File: src/rtl/reg_pipe_if.sv
// reg_pipe_if: data/handshake bundle for reg_pipe.
// master = producer/consumer side (testbench), slave = pipeline side.
// The perr_inj/perr signals exist only when REG_PIPE_PARITY_EN is defined.
interface reg_pipe_if #(
    parameter int WIDTH = 8,
    parameter int DEPTH = 4
);
    logic                           en;
    logic                           flush;
    logic [WIDTH-1:0]               d;
    logic                           d_valid;
    logic [WIDTH-1:0]               q;
    logic                           q_valid;
    logic [$clog2(DEPTH+1)-1:0]     count;
`ifdef REG_PIPE_PARITY_EN
    logic                           perr_inj;
    logic                           perr;
`endif

    modport master (
        output en, flush, d, d_valid,
`ifdef REG_PIPE_PARITY_EN
        output perr_inj,
        input  perr,
`endif
        input  q, q_valid, count
    );

    modport slave (
        input  en, flush, d, d_valid,
`ifdef REG_PIPE_PARITY_EN
        input  perr_inj,
        output perr,
`endif
        output q, q_valid, count
    );
endinterface

File: src/rtl/reg_pipe.sv
// reg_pipe: DEPTH-stage register pipeline with per-stage valid bits,
// stall (en=0), flush (clears valids, keeps data) and a live valid count.
// Optional feature macro REG_PIPE_PARITY_EN adds a per-stage even-parity
// bit, a parity-error inject input (perr_inj) and an error output (perr).
module reg_pipe #(
    parameter int               WIDTH     = 8,
    parameter int               DEPTH     = 4,
    parameter logic [WIDTH-1:0] RESET_VAL = '0
) (
    input  logic         clk,
    input  logic         rst,
    reg_pipe_if.slave    bus
);
    localparam int CW = $clog2(DEPTH + 1);

    logic [DEPTH-1:0][WIDTH-1:0] data_q, data_d;
    logic [DEPTH-1:0]            valid_q, valid_d;
    logic [CW-1:0]               count_q, count_d;
`ifdef REG_PIPE_PARITY_EN
    logic [DEPTH-1:0]            par_q, par_d;
`endif

    // Next-state: flush clears valids only; enable shifts one stage;
    // otherwise everything holds. Count tracks the valid popcount
    // incrementally (new word in, oldest word out).
    always_comb begin
        data_d  = data_q;
        valid_d = valid_q;
        count_d = count_q;
`ifdef REG_PIPE_PARITY_EN
        par_d   = par_q;
`endif
        if (bus.flush) begin
            valid_d = '0;
            count_d = '0;
        end else if (bus.en) begin
            for (int unsigned i = DEPTH - 1; i >= 1; i--) begin
                data_d[i]  = data_q[i-1];
                valid_d[i] = valid_q[i-1];
`ifdef REG_PIPE_PARITY_EN
                par_d[i]   = par_q[i-1];
`endif
            end
            data_d[0]  = bus.d;
            valid_d[0] = bus.d_valid;
`ifdef REG_PIPE_PARITY_EN
            par_d[0]   = (^bus.d) ^ bus.perr_inj;
`endif
            count_d = count_q + CW'(bus.d_valid) - CW'(valid_q[DEPTH-1]);
        end
    end

    // Stage registers with synchronous reset to RESET_VAL / empty.
    always_ff @(posedge clk) begin
        if (rst) begin
            for (int unsigned i = 0; i < DEPTH; i++) begin
                data_q[i] <= RESET_VAL;
            end
            valid_q <= '0;
            count_q <= '0;
`ifdef REG_PIPE_PARITY_EN
            par_q   <= {DEPTH{^RESET_VAL}};
`endif
        end else begin
            data_q  <= data_d;
            valid_q <= valid_d;
            count_q <= count_d;
`ifdef REG_PIPE_PARITY_EN
            par_q   <= par_d;
`endif
        end
    end

    assign bus.q       = data_q[DEPTH-1];
    assign bus.q_valid = valid_q[DEPTH-1];
    assign bus.count   = count_q;
`ifdef REG_PIPE_PARITY_EN
    assign bus.perr    = valid_q[DEPTH-1] & (par_q[DEPTH-1] != (^data_q[DEPTH-1]));
`endif
endmodule

File: src/flat_wrapper.sv
// flat-port wrapper written by rule: the top's interface ports become plain ports
module reg_pipe_flat 
#(
    parameter int               WIDTH     = 8,
    parameter int               DEPTH     = 4,
    parameter logic [WIDTH-1:0] RESET_VAL = '0
)
  (clk, rst, bus_en, bus_flush, bus_d, bus_d_valid, bus_q, bus_q_valid, bus_count);
  reg_pipe_if #(.WIDTH(WIDTH), .DEPTH(DEPTH)) bus_i ();
  input  logic clk;
  input  logic rst;
  input wire logic [$bits(bus_i.en)-1:0] bus_en;
  input wire logic [$bits(bus_i.flush)-1:0] bus_flush;
  input wire logic [$bits(bus_i.d)-1:0] bus_d;
  input wire logic [$bits(bus_i.d_valid)-1:0] bus_d_valid;
  output wire logic [$bits(bus_i.q)-1:0] bus_q;
  output wire logic [$bits(bus_i.q_valid)-1:0] bus_q_valid;
  output wire logic [$bits(bus_i.count)-1:0] bus_count;
  assign bus_i.en = bus_en;
  assign bus_i.flush = bus_flush;
  assign bus_i.d = bus_d;
  assign bus_i.d_valid = bus_d_valid;
  assign bus_q = bus_i.q;
  assign bus_q_valid = bus_i.q_valid;
  assign bus_count = bus_i.count;
  reg_pipe #(.WIDTH(WIDTH), .DEPTH(DEPTH), .RESET_VAL(RESET_VAL)) u_core (.clk(clk), .rst(rst), .bus(bus_i));
endmodule
File: config.mk
export PLATFORM = sky130hd
export DESIGN_NAME = reg_pipe_flat
export DESIGN_NICKNAME = d
export VERILOG_FILES = /design/src/rtl/reg_pipe_if.sv /design/src/rtl/reg_pipe.sv /design/src/flat_wrapper.sv
export SDC_FILE = /design/constraint.sdc
export NUM_CORES = 1
export LEC_CHECK = 0
export ABC_AREA = 1
export BUFFER_PORTS_ARGS = -buffer_cell sky130_fd_sc_hd__buf_2
export CAP_MARGIN = 10
export CORE_MARGIN = 2
export CORE_UTILIZATION = 60
export CTS_BUF_LIST = sky130_fd_sc_hd__clkbuf_8
export DETAILED_ROUTE_END_ITERATION = 12
export GPL_TIMING_DRIVEN = 0
export PLACE_DENSITY = 0.84
export SLEW_MARGIN = 40
export SYNTH_ARGS = -nofsm -noshare
export SYNTH_HDL_FRONTEND = slang
export SYNTH_SLANG_ARGS = --single-unit
File: constraint.sdc
create_clock -name clk -period 3.7 [get_ports clk]
set_input_delay 0.37 -clock clk [delete_from_list [all_inputs] [get_ports clk]]
set_output_delay 0.37 -clock clk [all_outputs]
set_load 0.005 [all_outputs]
==> impl_metrics.ini, run 1 <==
[status]
status = finished clean

[cells_and_area]
final_cells = 251
drive_gt1_share_pct = 20.8
area_growth_syn_to_layout_pct = 14.6
utilization_pct = 71.8
num-nets-final = 238
ff_latch_area_um2 = 781
multi_input_area_um2 = 576
layout_common_cells = nor2_1 (69), dfxtp_1 (39), o21ai_0 (25)
final_common_cell = nor2_1
nFillCells = 204
diodes = 0

[clock_tree]
cts_made_buffers = 5
clock-sinks = 39
cts_resized = 0
cts_max_level = 2
cts.path.max_buffers = 2
cts.reportedPaths.clkPinSlew_ns = 0.06
clkLatencyLatePin_ns = 0.28
postCtsHoldBufs = 0
cts_setup_buffers = 0
root_buffer = clkbuf_8
cts_tree = built

[route]
antenna_left = 0
drt_iter0_drc = 21
drc = 0
drt_pass1_iterations = 4
wl_per_cell_um = 10.9
viasPerCell = 5.04
vias = 1266
wl_um = 2740

[sta]
tightestPinTransition_ns = 0.371
grt_setup_unrepaired = no
setup_tns_ns = 0
relSlewSlack_pct = 75.3
finalHoldViolCount = 0
clock-skew-final_ns = 0.00383
fin_crit_ns = 1.76
fin_crit_sh_pct = 47.7
max_freq_mhz = 567
setup_violations = 0
drv_slew = 0

[worst_setup_path]
critical_path.endpoint_type = flop
path_cells = inv_1, ha_1, inv_1, ha_1, inv_1, fa_1, nand2_1, nand2_1, nor2_1, nor2_1, nor2_1
slowest_stage = fa_1
worstPathRequired_ns = 3.92
criticalPathCategory = flop to flop
arrival_ns = 1.98
start_kind = flop
cp_slowest_stage_delay_ns = 0.41
path_max_fanout = 3

[synthesis]
synthDistinctLibCells = 16
syn_nets = 208
ys_warn_count = 0
synth.yosys.seq_area_share_pct = 50.8
synth_cells = 192
avgSynthCellArea_um2 = 8.01
syn_area_um2 = 1540
synth_seq_cells = 39

[die]
die_h_um = 54.6
start_util_pct = 62.6
die_area_um2 = 2980
coreArea_um2 = 2450
dieWidth_um = 54.6
std_cell_rows = 18
num_io_pins = 25

[grt]
antenna_found_initial = 0
grt_pass1_vias = 1136
grt_usage_pct = 22.7
grt_overflow = 0
grt_max_degree = 11
grt_pass1_wl_um = 4630

[run]
drv_cap = 0

[power]
p_leak_nw = 0.858
pwr_density_cell_nw_per_um2 = 447
p_total_uw = 787
ir_worst_vdd_mv = 0.429

[placed_design]
port_buffers = 23
routabilityCongestion = 0.731
post-place-cells = 245
dp_hpwl_um = 1920

[worst_hold_path]
min_path_type = primary input to flop
## metal layers
metal,wire length [µm],part of all wire [%],global-route usage [%],up-vias
met2,1270,46,36.1,32
met4,52,1.9,12.1,0
li1,-,-,-,656
met5,0,0,0,-
met1,1280,47,26.3,573
met3,136,5.0,8.47,5
## registers in the layout (all words and copies together) (netlist names)
signal and flops:
u_core.data_q 24, u_core.bus.count 3, u_core.bus.q 8, u_core.valid_q 4
## stage by stage
step	setup WS (ns)	instance area (µm²)	hold slack, ns
CTS	1.94	1760	0.309
global route	1.73	1760	0.318
global placement	2.06	1690	0.446
finish	1.94	1760	0.313
floorplan	2.07	1540	0.436
detailed placement	1.95	1690	0.457
## path summary, 6_finish.rpt
| kind | endpoint | slack (ns) | start | cells after the start |
|---|---|---|---|---|
| max | u_core.bus.count[2]$_SDFFE_PP0P_ | 1.94 | u_core.bus.count[0]$_SDFFE_PP0P_ | 11 |
| min | u_core.data_q[7]$_SDFFE_PP0P_ | 0.31 | bus_d[7] | 3 |
| max reg2reg | u_core.bus.count[2]$_SDFFE_PP0P_ | 1.94 | u_core.bus.count[0]$_SDFFE_PP0P_ | 11 |
| min reg2reg | u_core.valid_q[2]$_SDFFE_PP0P_ | 0.47 | u_core.valid_q[2]$_SDFFE_PP0P_ | 2 |
## critical path, delay by kind of cell, from the launching register on
| family | cells | cell delay (ns) |
|---|---|---|
| adder cells (fa/ha/maj) | 3 | 0.82 |
| flip-flops | 1 | 0.32 |
| buffers and inverters | 3 | 0.15 |
| AND/OR/NAND/NOR | 5 | 0.41 |
## kinds of logic (layout without fill, tap and decap cells)
family	Yosys count	count (layout)	share of synthesized area (%)
adders and majority gates	3	3	2.93
DFF	39	39	50.8
and+or+nand+nor	83	83	21.5
buffers and inverters	27	56	11.8
AOI/OAI and AO/OA	40	40	13.0
## Yosys cell counts
library cell / number / area share [%]
a21oi_1: 6 / 2.0
buf_4: 10 / 4.9
buf_6: 5 / 3.7
clkbuf_1: 3 / 0.73
dfxtp_1: 39 / 51
fa_1: 1 / 1.3
ha_1: 2 / 1.6
inv_1: 7 / 1.7
inv_2: 1 / 0.24
inv_6: 1 / 0.57
nand2_1: 12 / 2.9
nand4_1: 1 / 0.41
nor2_1: 69 / 17
nor2_8: 1 / 1.3
o21ai_0: 25 / 8.1
o21ai_1: 9 / 2.9
## power by group
group,total [mW],internal [mW],switching (mW)
combinational,0.0841,0.0386,0.0455
sequential,0.455,0.444,0.0115
clock,0.248,0.123,0.126
## final cells by class
class	count	area share, %
sequential	39	44.3
buffer	18	8.09
tap	30	2.13
inverter	9	2.20
clock inverter	1	0.213
multi-input combinational	126	32.6
timing repair buffer	23	6.53
clock buffer	5	3.90
No activity file was read; power rests on OpenSTA's default activity.
==> run 2: changes to the inputs <==
--- a/config.mk
+++ b/config.mk
@@ -9,11 +9,11 @@
 export BUFFER_PORTS_ARGS = -buffer_cell sky130_fd_sc_hd__buf_2
 export CAP_MARGIN = 10
 export CORE_MARGIN = 2
-export CORE_UTILIZATION = 60
+export CORE_UTILIZATION = 57
 export CTS_BUF_LIST = sky130_fd_sc_hd__clkbuf_8
 export DETAILED_ROUTE_END_ITERATION = 12
 export GPL_TIMING_DRIVEN = 0
-export PLACE_DENSITY = 0.84
+export PLACE_DENSITY = 0.8
 export SLEW_MARGIN = 40
 export SYNTH_ARGS = -nofsm -noshare
 export SYNTH_HDL_FRONTEND = slang
==> constraint.sdc (replaced) <==
create_clock -name clk -period 1.76 [get_ports clk]
set_input_delay 0.176 -clock clk [delete_from_list [all_inputs] [get_ports clk]]
set_output_delay 0.176 -clock clk [all_outputs]
set_load 0.005 [all_outputs]
==> impl_metrics.ini, run 2 (synthesis results as in run 1) <==
[route]
drt_iter0_drc = 50
drt_pass1_iterations = 4
wl_um = 2770
wl_per_cell_um = 10.9
viasPerCell = 4.95
antenna_left = 0
vias = 1253
drc = 0

[status]
status = finished clean

[sta]
hold-worst-slack_ns = 0.103
max_freq_mhz = 599
relSlewSlack_pct = 75.7
setup_violations = 0
fin_crit_ns = 1.67
clock-skew-final_ns = 0.00574
setup_tns_ns = 0
finalHoldViolCount = 0
fin_crit_sh_pct = 94.8
tightestPinTransition_ns = 0.364
drv_slew = 0

[worst_setup_path]
criticalPathCategory = flop to flop
r2r_start = u_core.valid_q[3]$_SDFFE_PP0P_
start_kind = flop
r2r_slack_ns = 0.09
timing.rr.end = u_core.bus.count[2]$_SDFFE_PP0P_
critical_path.endpoint_type = flop
critPathCapture = u_core.bus.count[2]$_SDFFE_PP0P_
arrival_ns = 1.90
ff2ff_path_depth = 10
critPathLaunch = u_core.valid_q[3]$_SDFFE_PP0P_
worstPathRequired_ns = 1.99
path_max_fanout = 3

[clock_tree]
clock-sinks = 39
cts_max_level = 2
root_buffer = clkbuf_8
cts.path.max_buffers = 2
clkLatencyLatePin_ns = 0.29
cts_made_buffers = 5
cts.reportedPaths.clkPinSlew_ns = 0.07
cts_tree = built
postCtsHoldBufs = 0

[cells_and_area]
largest_register_ffs = 24
layout_common_cells = nor2_1 (67), dfxtp_1 (37), o21ai_0 (25)
top_register = u_core.data_q
diodes = 0
area_growth_syn_to_layout_pct = 17.4
final_common_cell = nor2_1
final_cells = 253
num-nets-final = 238
drive_gt1_share_pct = 26.5

[power]
p_leak_nw = 0.863
pwr_density_cell_nw_per_um2 = 944
ir_worst_vdd_mv = 0.827

[grt]
grt_pass1_wl_um = 4600
antenna_found_initial = 0
grt_pass1_vias = 1081
grt_max_degree = 13
grt_overflow = 0
grt_usage_pct = 19.1

[worst_hold_path]
min_path_type = primary input to flop
hold_path.startpoint = bus_d[6]

[placed_design]
dp_hpwl_um = 1970
routabilityCongestion = 0.781
post-place-cells = 245
port_buffers = 23

[die]
dieWidth_um = 55.9
die_h_um = 55.9
start_util_pct = 61.0
die_area_um2 = 3130
coreArea_um2 = 2520
std_cell_rows = 18
num_io_pins = 25

[run]
drv_cap = 0
-- run 2: cell types whose count changed in the layout (fill, tap and decap cells not counted), sizes merged --
cell	previous run	this run
clkinv	0	1
clkinvlp	0	1
-- run 2: layer usage --
| layer | up-vias | routed length (µm) | track usage [%] |
|---|---|---|---|
| met5 | - | 0 | 0 |
| met4 | 0 | 27 | 6.12 |
| met3 | 3 | 135 | 8.60 |
| met2 | 22 | 1280 | 29.1 |
| met1 | 569 | 1330 | 24.2 |
| li1 | 659 | - | - |
-- run 2: what timing repair did --
item / in CTS / in global routing
gates resized for setup: 1 / 10
endpoints found under the setup margin: 1 / 1
setup buffers: 0 / 0
pin swaps: 0 / 7
-- run 2: critical path, cell delays in order (launching register included) --
cell and delay, ns:
dfxtp_2 0.37, ha_4 0.21, inv_1 0.05, ha_2 0.16, inv_2 0.04, fa_2 0.38
nand2_2 0.09, nand2_2 0.07, nor2_2 0.11, nor2_1 0.06, nor2_1 0.07
-- run 2: cell type report --
class | count | area [µm²]
Timing Repair Buffer | 23 | 115
Sequential cell | 39 | 783
Tap cell | 30 | 37.5
Clock buffer | 5 | 68.8
Fill cell | 212 | 717
Buffer | 18 | 143
Inverter | 9 | 38.8
Multi-Input combinational cell | 126 | 603
Clock inverter | 3 | 16.3
-- run 2: how the worst min path moves through the flow --
stage                                    end  depth (start not counted)
2_1_floorplan  u_core.data_q[1]$_SDFFE_PP0P_                          2
3_3_place_gp   u_core.data_q[5]$_SDFFE_PP0P_                          3
3_5_place_dp   u_core.data_q[6]$_SDFFE_PP0P_                          3
4_1_cts        u_core.data_q[6]$_SDFFE_PP0P_                          3
5_1_grt        u_core.data_q[6]$_SDFFE_PP0P_                          3
6_report       u_core.data_q[6]$_SDFFE_PP0P_                          3
-- run 2: report_power, final --
part / internal (mW) / switching (mW) / total, mW
clock network: 0.271 / 0.298 / 0.568
registers: 0.932 / 0.0260 / 0.958
logic: 0.0826 / 0.0963 / 0.179
-- run 2: through the flow --
step	instance area [µm²]	utilization, %	setup slack [ns]	total power, mW
floorplan	1540	-	0.125	1.10
global placement	1690	67.0	0.110	1.14
detailed placement	1690	67.0	-0.0229	1.15
CTS	1780	70.5	0.0247	1.72
global route	1810	71.6	-0.00152	1.80
finish	1810	71.6	0.0916	1.71
==> run 3: changes to the inputs <==
--- a/config.mk
+++ b/config.mk
@@ -6,14 +6,14 @@
 export NUM_CORES = 1
 export LEC_CHECK = 0
 export ABC_AREA = 1
-export BUFFER_PORTS_ARGS = -buffer_cell sky130_fd_sc_hd__buf_2
 export CAP_MARGIN = 10
 export CORE_MARGIN = 2
-export CORE_UTILIZATION = 57
+export CORE_UTILIZATION = 60
 export CTS_BUF_LIST = sky130_fd_sc_hd__clkbuf_8
 export DETAILED_ROUTE_END_ITERATION = 12
+export DONT_BUFFER_PORTS = 1
 export GPL_TIMING_DRIVEN = 0
-export PLACE_DENSITY = 0.8
+export PLACE_DENSITY = 0.76
 export SLEW_MARGIN = 40
 export SYNTH_ARGS = -nofsm -noshare
 export SYNTH_HDL_FRONTEND = slang
==> impl_metrics.ini, run 3 (synthesis results as in run 1) <==
[status]
status = finished clean

[grt]
grt_overflow = 0
grt_pass1_wl_um = 4230
grt_usage_pct = 20.4
antenna_found_initial = 0
grt_pass1_vias = 1029
grt_max_degree = 13

[clock_tree]
postCtsHoldBufs = 0
cts.reportedPaths.clkPinSlew_ns = 0.07
clock-sinks = 39
cts.path.max_buffers = 2
cts_made_buffers = 5
cts_tree = built
cts_max_level = 2
root_buffer = clkbuf_8
clkLatencyLatePin_ns = 0.29

[cells_and_area]
largest_register_ffs = 24
num-nets-final = 216
diodes = 0
utilization_pct = 71.2
top_register = u_core.data_q
layout_common_cells = nor2_1 (69), dfxtp_1 (37), o21ai_0 (25)
area_growth_syn_to_layout_pct = 13.7
drive_gt1_share_pct = 17.4
final_common_cell = nor2_1

[worst_setup_path]
r2r_start = u_core.bus.count[0]$_SDFFE_PP0P_
timing.rr.end = u_core.bus.count[2]$_SDFFE_PP0P_
critPathCapture = u_core.bus.count[2]$_SDFFE_PP0P_
critPathLaunch = u_core.bus.count[0]$_SDFFE_PP0P_
start_kind = flop
arrival_ns = 1.91
critical_path.endpoint_type = flop
r2r_slack_ns = 0.08
ff2ff_path_depth = 11
criticalPathCategory = flop to flop
worstPathRequired_ns = 1.99
path_max_fanout = 3

[route]
vias = 1200
wl_per_cell_um = 11.7
wl_um = 2700
drt_iter0_drc = 38
viasPerCell = 5.19
antenna_left = 0
drc = 0
drt_pass1_iterations = 4

[die]
die_h_um = 54.6
die_area_um2 = 2980
coreArea_um2 = 2450
dieWidth_um = 54.6
start_util_pct = 62.6
num_io_pins = 25
std_cell_rows = 18

[sta]
finalHoldViolCount = 0
setup_violations = 0
drv_slew = 0
relSlewSlack_pct = 77.7
fin_crit_sh_pct = 95.5
fin_crit_ns = 1.68
tightestPinTransition_ns = 0.335
max_freq_mhz = 595
clock-skew-final_ns = 0.00594
fin_ws_ns = 0.0788

[power]
power.switching_uw = 410
p_total_mw = 1.97
pwr_density_cell_nw_per_um2 = 1130
combinationalPowerShare_pct = 7.9
power_frac_clock_pct = 43.5
power.internal_mw = 1.56
power_frac_seq_pct = 48.6
swShare_pct = 20.8
p_leak_nw = 0.784
ir_worst_vdd_mv = 0.822

[placed_design]
dp_hpwl_um = 1750
routabilityCongestion = 0.817
dp_slack_ns = 0.00698
port_buffers = 0

[worst_hold_path]
min_path_type = primary input to flop

[run]
drv_cap = 0
[run 3: worst min-delay path by stage]
stage / depth (start not counted) / to / start
2_1_floorplan: 2 / u_core.data_q[1]$_SDFFE_PP0P_ / bus_d[1]
3_3_place_gp: 2 / u_core.data_q[0]$_SDFFE_PP0P_ / bus_d[0]
3_5_place_dp: 2 / u_core.data_q[6]$_SDFFE_PP0P_ / bus_d[6]
4_1_cts: 2 / u_core.data_q[0]$_SDFFE_PP0P_ / bus_d[0]
5_1_grt: 2 / u_core.data_q[0]$_SDFFE_PP0P_ / bus_d[0]
6_report: 2 / u_core.data_q[0]$_SDFFE_PP0P_ / bus_d[0]
[run 3: power groups by stage]
stage | Sequential (mW) | Combinational [mW] | Clock [mW]
final | 0.959 | 0.156 | 0.857
after CTS | 0.958 | 0.149 | 0.871
after global routing | 0.964 | 0.180 | 0.912
after global placement | 0.975 | 0.143 | 0
after floorplan | 0.970 | 0.126 | 0
after detailed placement | 0.977 | 0.147 | 0
[run 3: stage by stage]
step                      instances  area (µm²)  setup TNS (ns)  hold slack [ns]
after CTS                       230        1710               0           0.0172
after detailed placement        222        1580               0            0.320
after global routing            231        1750        -0.00993           0.0170
after floorplan                 192        1540               0            0.311
final                           231        1750               0           0.0204
after global placement          222        1580               0            0.314
[run 3: metal layers]
metal | up-vias | share of wire [%] | global-route usage (%)
li1 | 616 | - | -
met1 | 551 | 47 | 25.9
met2 | 29 | 46 | 31.0
met3 | 4 | 5.7 | 9.02
met4 | 0 | 0.96 | 6.25
met5 | - | 0 | 0
[run 3: layout make-up]
cell class / count / area [µm²]
plain buffers: 18 / 143
clock buffers: 5 / 68.8
clock inverters: 3 / 63.8
fillers: 197 / 707
inverters: 9 / 38.8
multi-input cells: 126 / 606
flip-flops and latches: 39 / 783
well taps: 30 / 37.5
repair buffers: 1 / 7.51
[run 3: critical path, stage by stage, from the launching register on]
cell	delay, ns
dfxtp_2	0.35
inv_2	0.05
ha_4	0.23
inv_2	0.07
ha_4	0.12
inv_2	0.04
fa_2	0.38
nand2_2	0.09
nand2_1	0.05
nor2_1	0.11
nor2_1	0.05
nor2_1	0.07
[run 3: timing repair]
| action | CTS | global route |
|---|---|---|
| setup endpoints to repair | 1 | 1 |
| resized for setup | 1 | 9 |
| pin swaps | 0 | 5 |
| gates cloned | 0 | 0 |
| setup buffers | 0 | 1 |
